===== config.mk =====
export PLATFORM = sky130hd
export DESIGN_NAME = wb_stage_flat
export DESIGN_NICKNAME = d
export VERILOG_FILES = /design/src/rtl/wb_stage_if.sv /design/src/rtl/wb_stage.sv /design/src/flat_wrapper.sv
export SDC_FILE = /design/constraint.sdc
export NUM_CORES = 1
export LEC_CHECK = 0
export CORE_MARGIN = 1.5
export CORE_UTILIZATION = 53
export DETAILED_ROUTE_END_ITERATION = 10
export DONT_BUFFER_PORTS = 1
export PLACE_DENSITY = 0.79
export SKIP_CTS_REPAIR_TIMING = 1
export SYNTH_ARGS = -nofsm -noshare
export SYNTH_HDL_FRONTEND = slang
export SYNTH_SLANG_ARGS = --single-unit

===== constraint.sdc =====
create_clock -name clk -period 2.7 [get_ports clk]
set_input_delay 0.27 -clock clk [delete_from_list [all_inputs] [get_ports clk]]
set_output_delay 0.27 -clock clk [all_outputs]
set_load 0.03 [all_outputs]

===== src/rtl/wb_stage_if.sv =====
// Bus between the MEM stage / register file and the write-back stage.
// The master side presents MEM-stage results and pipeline control.
// The slave side (wb_stage) drives the register-file write port and status.
interface wb_stage_if #(
  parameter int CNT_W = 32
);
  logic             stall;
  logic             flush;
  logic             mem_valid;
  logic [5:0]       mem_ctrl;
  logic [4:0]       mem_rd_add;
  logic [31:0]      mem_alu_result;
  logic [31:0]      mem_read_data;
  logic [31:0]      mem_pc_4;

  logic [4:0]       rd_add;
  logic [31:0]      data;
  logic             reg_write;
  logic             wb_valid;
  logic             ld_misalign;
  logic [CNT_W-1:0] retired_count;

  modport master (
    output stall, flush, mem_valid, mem_ctrl, mem_rd_add,
           mem_alu_result, mem_read_data, mem_pc_4,
    input  rd_add, data, reg_write, wb_valid, ld_misalign, retired_count
  );

  modport slave (
    input  stall, flush, mem_valid, mem_ctrl, mem_rd_add,
           mem_alu_result, mem_read_data, mem_pc_4,
    output rd_add, data, reg_write, wb_valid, ld_misalign, retired_count
  );
endinterface


===== src/rtl/wb_stage.sv =====
// Write-back stage: MEM/WB pipeline register, load alignment/extension,
// result selection, register-file write strobe (active low) and a
// retired-instruction counter. Outputs depend only on the WB registers.
module wb_stage #(
  parameter int CNT_W      = 32,
  parameter bit BIG_ENDIAN = 1'b1
) (
  input logic        clk,
  input logic        rst_n,
  wb_stage_if.slave  wb
);

  logic             valid_q, valid_d;
  logic             fresh_q, fresh_d;
  logic [5:0]       ctrl_q, ctrl_d;
  logic [4:0]       rd_q, rd_d;
  logic [31:0]      alu_q, alu_d;
  logic [31:0]      rdata_q, rdata_d;
  logic [31:0]      pc4_q, pc4_d;
  logic [CNT_W-1:0] cnt_q, cnt_d;

  logic             regWe;
  logic [1:0]       wbSel;
  logic [1:0]       ldSize;
  logic             ldUnsigned;
  logic [1:0]       addr;
  logic [1:0]       byteSel;
  logic             halfUpper;
  logic [7:0]       byteLane;
  logic [15:0]      halfLane;
  logic [31:0]      loadData;
  logic             isHalf;
  logic             isWord;
  logic             misalign;
  logic [31:0]      wbData;

  assign regWe      = ctrl_q[0];
  assign wbSel      = ctrl_q[2:1];
  assign ldSize     = ctrl_q[4:3];
  assign ldUnsigned = ctrl_q[5];
  assign addr       = alu_q[1:0];

  // Next-state of the WB register: flush beats stall beats a normal load;
  // fresh marks the first cycle an instruction sits in WB.
  always_comb begin
    valid_d = valid_q;
    fresh_d = 1'b0;
    ctrl_d  = ctrl_q;
    rd_d    = rd_q;
    alu_d   = alu_q;
    rdata_d = rdata_q;
    pc4_d   = pc4_q;
    if (wb.flush) begin
      valid_d = 1'b0;
    end else if (!wb.stall) begin
      valid_d = wb.mem_valid;
      fresh_d = 1'b1;
      ctrl_d  = wb.mem_ctrl;
      rd_d    = wb.mem_rd_add;
      alu_d   = wb.mem_alu_result;
      rdata_d = wb.mem_read_data;
      pc4_d   = wb.mem_pc_4;
    end
    cnt_d = (valid_q && fresh_q) ? cnt_q + CNT_W'(1) : cnt_q;
  end

  // Pipeline register and counter with asynchronous active-low clear.
  always_ff @(posedge clk or negedge rst_n) begin
    if (!rst_n) begin
      valid_q <= 1'b0;
      fresh_q <= 1'b0;
      ctrl_q  <= '0;
      rd_q    <= '0;
      alu_q   <= '0;
      rdata_q <= '0;
      pc4_q   <= '0;
      cnt_q   <= '0;
    end else begin
      valid_q <= valid_d;
      fresh_q <= fresh_d;
      ctrl_q  <= ctrl_d;
      rd_q    <= rd_d;
      alu_q   <= alu_d;
      rdata_q <= rdata_d;
      pc4_q   <= pc4_d;
      cnt_q   <= cnt_d;
    end
  end

  // Pick the byte/half lane addressed by the load and extend it to 32 bits.
  always_comb begin
    byteSel   = BIG_ENDIAN ? (2'd3 - addr) : addr;
    halfUpper = BIG_ENDIAN ? ~addr[1] : addr[1];
    byteLane  = rdata_q[{byteSel, 3'b000} +: 8];
    halfLane  = halfUpper ? rdata_q[31:16] : rdata_q[15:0];
    case (ldSize)
      2'b01:   loadData = ldUnsigned ? {16'h0000, halfLane}
                                     : {{16{halfLane[15]}}, halfLane};
      2'b10:   loadData = ldUnsigned ? {24'h000000, byteLane}
                                     : {{24{byteLane[7]}}, byteLane};
      default: loadData = rdata_q;
    endcase
  end

  // Misalignment check and write-back source selection.
  always_comb begin
    isHalf   = (ldSize == 2'b01);
    isWord   = (ldSize == 2'b00) || (ldSize == 2'b11);
    misalign = valid_q && (wbSel == 2'b01) &&
               ((isHalf && addr[0]) || (isWord && (addr != 2'b00)));
    case (wbSel)
      2'b01:   wbData = loadData;
      2'b10:   wbData = pc4_q;
      default: wbData = alu_q;
    endcase
  end

  assign wb.rd_add        = rd_q;
  assign wb.data          = wbData;
  assign wb.wb_valid      = valid_q;
  assign wb.ld_misalign   = misalign;
  assign wb.reg_write     = ~(valid_q && fresh_q && regWe &&
                              (rd_q != 5'd0) && !misalign);
  assign wb.retired_count = cnt_q;

endmodule


===== src/flat_wrapper.sv =====
// flat-port wrapper written by rule: the top's interface ports become plain ports
module wb_stage_flat 
#(
  parameter int CNT_W      = 32,
  parameter bit BIG_ENDIAN = 1'b1
)
  (clk, rst_n, wb_stall, wb_flush, wb_mem_valid, wb_mem_ctrl, wb_mem_rd_add, wb_mem_alu_result, wb_mem_read_data, wb_mem_pc_4, wb_rd_add, wb_data, wb_reg_write, wb_wb_valid, wb_ld_misalign, wb_retired_count);
  wb_stage_if #(.CNT_W(CNT_W)) wb_i ();
  input logic clk;
  input logic rst_n;
  input wire logic [$bits(wb_i.stall)-1:0] wb_stall;
  input wire logic [$bits(wb_i.flush)-1:0] wb_flush;
  input wire logic [$bits(wb_i.mem_valid)-1:0] wb_mem_valid;
  input wire logic [$bits(wb_i.mem_ctrl)-1:0] wb_mem_ctrl;
  input wire logic [$bits(wb_i.mem_rd_add)-1:0] wb_mem_rd_add;
  input wire logic [$bits(wb_i.mem_alu_result)-1:0] wb_mem_alu_result;
  input wire logic [$bits(wb_i.mem_read_data)-1:0] wb_mem_read_data;
  input wire logic [$bits(wb_i.mem_pc_4)-1:0] wb_mem_pc_4;
  output wire logic [$bits(wb_i.rd_add)-1:0] wb_rd_add;
  output wire logic [$bits(wb_i.data)-1:0] wb_data;
  output wire logic [$bits(wb_i.reg_write)-1:0] wb_reg_write;
  output wire logic [$bits(wb_i.wb_valid)-1:0] wb_wb_valid;
  output wire logic [$bits(wb_i.ld_misalign)-1:0] wb_ld_misalign;
  output wire logic [$bits(wb_i.retired_count)-1:0] wb_retired_count;
  assign wb_i.stall = wb_stall;
  assign wb_i.flush = wb_flush;
  assign wb_i.mem_valid = wb_mem_valid;
  assign wb_i.mem_ctrl = wb_mem_ctrl;
  assign wb_i.mem_rd_add = wb_mem_rd_add;
  assign wb_i.mem_alu_result = wb_mem_alu_result;
  assign wb_i.mem_read_data = wb_mem_read_data;
  assign wb_i.mem_pc_4 = wb_mem_pc_4;
  assign wb_rd_add = wb_i.rd_add;
  assign wb_data = wb_i.data;
  assign wb_reg_write = wb_i.reg_write;
  assign wb_wb_valid = wb_i.wb_valid;
  assign wb_ld_misalign = wb_i.ld_misalign;
  assign wb_retired_count = wb_i.retired_count;
  wb_stage #(.CNT_W(CNT_W), .BIG_ENDIAN(BIG_ENDIAN)) u_core (.clk(clk), .rst_n(rst_n), .wb(wb_i));
endmodule

==> results.toml, run 1 <==
[setup_path]
r2r_slack_ps = 660
r2r_end = "u_core.wb.retired_count[19]"
path_class = "register to primary output"
end_kind = "primary output"
r2r-start = "u_core.wb.retired_count[0]"
path_max_fanout = 8
start_kind = "register"
arrival_ps = 2380
reg2reg_depth = 4
cp_data_required_time_ps = 2430

[floorplan]
io_pins = 184
initial_utilization_pct = 55.0
coreArea_mm2 = 0.0122
die_h_um = 116
num_rows = 40
dieWidth_um = 116
die_area_mm2 = 0.0134

[power]
p_clk_share_pct = 35.7
comb_power_share_pct = 25.2
p_sw_share_pct = 31.6
total_power_mw = 6.75
switching_power_mw = 2.13
p_per_area_mw_per_mm2 = 774
internal_power_mw = 4.62
irDropWorstVdd_mv = 0.612
pwr-share-seq_pct = 39.1
power.leakage_nw = 3.63

[yosys]
yosys_warnings = 0
yosys.area.top_type = "dfrtp_1"
syn_area_per_cell_um2 = 11.3
synthTopCellsByCount = "141 x dfrtp_1, 97 x mux2_2, 58 x nand2_1"
syn_inst = 595
synth_top_area_share_pct = 52.5
synth_edf_count = 0
async_reset_ff_share_pct = 100
ys_seq_area_share_pct = 52.5
ys_dominant_reg_cell = "dfrtp_1"
syn-num-nets = 712
synth_most_common_cell = "dfrtp_1"
yosysUniqueCellTypes = 38
synthesis.area_mm2 = 0.00672
ys_ff_latch = 141
yosys-top-cells-area = "dfrtp_1 52%, mux2_2 16%, xnor2_1 3.6%, nand2_1 3.2%, a21oi_1 2.8%"

[drt]
first_pass_iters = 5
avgViaCountPerCell = 5.87
routed_wl_um = 18700
detail_route.wl_per_cell_um = 20.8
drtIter0Drc = 544
vias = 5276
post-route-drc-count = 0
antenna_left = 0

[sta]
report.final.slew_viol_count = 0
fin_crit_sh_pct = 98.3
finalSetupViolations = 0
hold_violations = 145
maxSlewHeadroom_pct = 41.1
min_period_ps = 2650
fin_ws_ps = 45.3
hold_ws_ps = -463
skew_ps = 4.75
worst_slew_pin_slew_ps = 880
fmax_mhz = 377

[clock_tree]
clockBufferDepth = 2
clockRootBuffer = "clkbuf_16"
cts.sinks = 141
clkTransAtPathRegs_ps = 60
clk_latency_ps = 420
cts_tree = "built"
cts.htree.levels = 4
cts-buffers-inserted = 17

[placed_design]
io_buffers = 0
hpwl_um = 11200
dpl_worst_slack_ps = 304
gp_congestion = 0.874

[cells_and_area]
final_nets = 835
antenna_cells = 0
n_fill_cell = 829
drive_gt1_share_pct = 25.3
seq_area_mm2 = 0.00353
areaGrowthSynthToFinish_pct = 29.6
multiInputGateArea_mm2 = 0.00301

[global_routing]
globalRouteOverflowTotal = 0
grt_max_degree = 142
grt_pass1_wl_um = 25300
grt_pass1_vias = 4740
grt_usage_pct = 25.1
antenna_found_initial = 0

[run_status]
status = "finished with violations"
violations = "hold timing"

[job]
drv_cap = 0

[worst_hold_path]
hp-class = "input port to async pin"
-- layout by cell type (no fill, tap or decap), types with 4 or more instances in the layout --
cell type and instances:
nor2_1 14, nand4_1 15, mux2_2 97, a31oi_1 7, buf_4 46, nand2b_1 9
nor3_1 4, nor2b_1 8, nand3_1 10, dfrtp_1 140, mux2i_1 8, a21o_1 9
a21oi_1 37, clkbuf_16 17, a22oi_1 16, nand2_1 57, o21ai_0 23, dlygate4sd3_1 92
o32ai_1 7, xnor2_1 28, o211ai_1 16, inv_1 16, and3_1 5
-- per-stage QoR --
stage / instance area, µm² / utilization [%] / setup TNS, ps / std cells / hold WS (ps)
global route: 8710 / 71.3 / -87.9 / 899 / -481
CTS: 7740 / 63.4 / -1910 / 804 / -470
floorplan: 6720 / - / 0 / 595 / -25.6
global placement: 7140 / 58.5 / 0 / 772 / -22.2
detailed placement: 7140 / 58.5 / 0 / 772 / -22.4
finish: 8710 / 71.3 / 0 / 899 / -463
-- state kept, by name, indices dropped and copies added (netlist names) --
| signal | cells |
|---|---|
| u_core.pc4_q | 32 |
| u_core.wb.retired_count | 32 |
| u_core.fresh_q | 1 |
| u_core.ctrl_q | 6 |
| u_core.wb.wb_valid | 1 |
| u_core.alu_q | 32 |
| u_core.wb.rd_add | 5 |
| u_core.rdata_q | 32 |
-- kinds of logic after synthesis --
group	share of synthesized area [%]
DFF	52.5
and+or+nand+nor	9.96
AOI/OAI and AO/OA	11.4
muxes	17.8
buffers and inverters	3.33
xor gates and xnor gates	4.04
adders and majority gates	0.931
-- how the worst max path moves through the flow --
| stage | start | to | slack (ps) | cells past startpoint |
|---|---|---|---|---|
| 3_3_place_gp | u_core.alu_q[0] | wb_data[18] | 470 | 5 |
| 4_1_cts | u_core.alu_q[0] | wb_data[23] | -140 | 5 |
| 5_1_grt | u_core.alu_q[0] | wb_data[25] | -40 | 5 |
| 2_1_floorplan | u_core.ctrl_q[3] | wb_data[1] | 400 | 6 |
| 6_report | u_core.alu_q[0] | wb_data[26] | 50 | 5 |
| 3_5_place_dp | u_core.alu_q[0] | wb_data[23] | 300 | 5 |
-- critical path, stage by stage, from the launching register on --
cell	delay, ps
dfrtp_2	450
mux4_1	390
nand2_2	120
a2111o_2	620
o211ai_1	170
buf_4	210
-- layer usage --
metal | GRT usage (%) | routed length [µm]
met1 | 32.8 | 7420
met2 | 39.1 | 9370
met3 | 9.10 | 1430
met4 | 8.62 | 484
met5 | 0 | 0
-- final cells by class --
type,count,area share (%)
Timing Repair Buffer,140,14.9
Tap cell,168,2.41
Multi-Input combinational cell,401,34.5
Clock buffer,22,5.33
Inverter,17,0.776
Sequential cell,141,40.5
Clock inverter,10,1.58
-- power by group through the flow --
stage | combinational [mW] | clock [mW] | sequential, mW
3_5_place_dp | 1.50 | 0 | 2.66
4_1_cts | 1.51 | 2.42 | 2.63
2_1_floorplan | 1.09 | 0 | 2.60
5_1_grt | 1.81 | 2.52 | 2.67
6_report | 1.70 | 2.41 | 2.64
3_3_place_gp | 1.46 | 0 | 2.64
(Power assumes the default switching activity.)
==> run 2, diff against run 1 <==
Settings changed: PLACE_DENSITY 0.79 to 0.68.
==> run 2 against run 1 <==
Against the previous run: setup slack gained 35 ps; final cell count shrank 2.9%; largest power group unchanged; highest routed layer unchanged; design area shrank 3.3%; the flow still finishes with violations (hold timing).
==> results.toml, run 2 (synthesis gave the netlist of run 1 again) <==
[run_status]
status = "finished with violations"
violations = "hold timing"

[cells_and_area]
final_common_cell = "dfrtp_1"
areaGrowthSynthToFinish_pct = 25.3
final_cell_mix = "140 x dfrtp_1, 97 x mux2_2, 66 x dlygate4sd3_1"
seq_area_mm2 = 0.00353
final_nets = 809
fin_area_mm2 = 0.00842
multiInputGateArea_mm2 = 0.00301
n_fill_cell = 904
fin_util_pct = 69.0
drive_gt1_share_pct = 26.7

[sta]
report.final.slew_viol_count = 0
hold_ws_ps = -452
skew_ps = 6.65
fin_crit_sh_pct = 97.0
finalSetupViolations = 0
hold_violations = 144
min_period_ps = 2620
fmax_mhz = 382
maxSlewHeadroom_pct = 67.9
worst_slew_pin_slew_ps = 481

[setup_path]
cp_data_required_time_ps = 2430
critical_path.top_delay_family = "multiplexers"
path_class = "register to primary output"
end_kind = "primary output"
crit_cells = 5
start_kind = "register"
reg2reg_depth = 5
slowest_stage = "mux4_1"
worst-path-buf-inv = 1
path_cells = "mux4_1, nand2_2, a2111o_1, o211ai_1, buf_4"
cpPeakStageDelay_ps = 610
arrival_ps = 2350
path_max_fanout = 8

[global_routing]
grt_max_degree = 142
grt_pass1_vias = 4811
globalRouteOverflowTotal = 0
grt_pass1_wl_um = 24900
antenna_found_initial = 1
grt_usage_pct = 24.7

[floorplan]
coreArea_mm2 = 0.0122
die_h_um = 116
die_area_mm2 = 0.0134
io_pins = 184
dieWidth_um = 116
num_rows = 40
initial_utilization_pct = 55.0

[power]
p_per_area_mw_per_mm2 = 771
power.leakage_nw = 3.50
irDropWorstVdd_mv = 0.551

[drt]
antenna_left = 0
vias = 5113
first_pass_iters = 5
avgViaCountPerCell = 5.86
detail_route.wl_per_cell_um = 19.9
drtIter0Drc = 468
routed_wl_um = 17400
post-route-drc-count = 0

[placed_design]
gp_congestion = 0.901
hpwl_um = 11200
io_buffers = 0
place_area_mm2 = 0.00713

[job]
drv_cap = 0

[clock_tree]
clkTransAtPathRegs_ps = 60
cts-buffers-inserted = 17
clk_latency_ps = 420
cts_tree = "built"
cts.htree.levels = 4
clockRootBuffer = "clkbuf_16"
cts.sinks = 141
clockBufferDepth = 2

[worst_hold_path]
hp-class = "input port to async pin"
-- run 2: final timing paths --
check                                                 from                     endpoint  slack (ps)
min in group clk                      wb_mem_alu_result[1]              u_core.alu_q[1]         -20
worst max-delay path                       u_core.alu_q[0]                  wb_data[24]          80
worst min register to register            u_core.alu_q[14]             u_core.alu_q[14]         510
worst max register to register  u_core.wb.retired_count[4]  u_core.wb.retired_count[25]         830
max in group asynchronous                            rst_n              u_core.alu_q[0]        2890
worst min-delay path                                 rst_n             u_core.alu_q[22]        -450
-- run 2: final cells by class --
| type | count | area share (%) |
|---|---|---|
| Sequential cell | 141 | 41.9 |
| Multi-Input combinational cell | 401 | 35.7 |
| Timing Repair Buffer | 114 | 12.3 |
| Clock buffer | 21 | 5.70 |
| Tap cell | 168 | 2.50 |
| Clock inverter | 10 | 1.07 |
| Inverter | 17 | 0.802 |
| Antenna cell | 1 | 0.0297 |
-- run 2: stage by stage --
step / cells / setup WS (ps) / power, mW / TNS [ps] / hold WS, ps
2_1_floorplan: 595 / 396 / 3.68 / 0 / -25.6
3_3_place_gp: 771 / 458 / 4.10 / 0 / -22.3
3_5_place_dp: 771 / 347 / 4.15 / 0 / -22.2
4_1_cts: 802 / -125 / 6.38 / -1720 / -467
5_1_grt: 873 / -32.0 / 6.77 / -94.1 / -474
6_report: 873 / 80.1 / 6.50 / 0 / -452
-- run 2: routing by layer --
layer  track usage [%]  vias up  routed length, µm
met5                 0        -                  0
met4              8.94        0                407
met3              9.99       34               1310
met2              39.3      193               8630
met1              30.7     2559               7070
li1                  -     2327                  -
-- run 2: power by group --
group / internal (mW) / total [mW] / switching (mW) / leakage [nW]
sequential: 2.37 / 2.64 / 0.273 / 1.73
clock: 1.35 / 2.23 / 0.873 / 0.277
combinational: 0.720 / 1.63 / 0.907 / 1.49
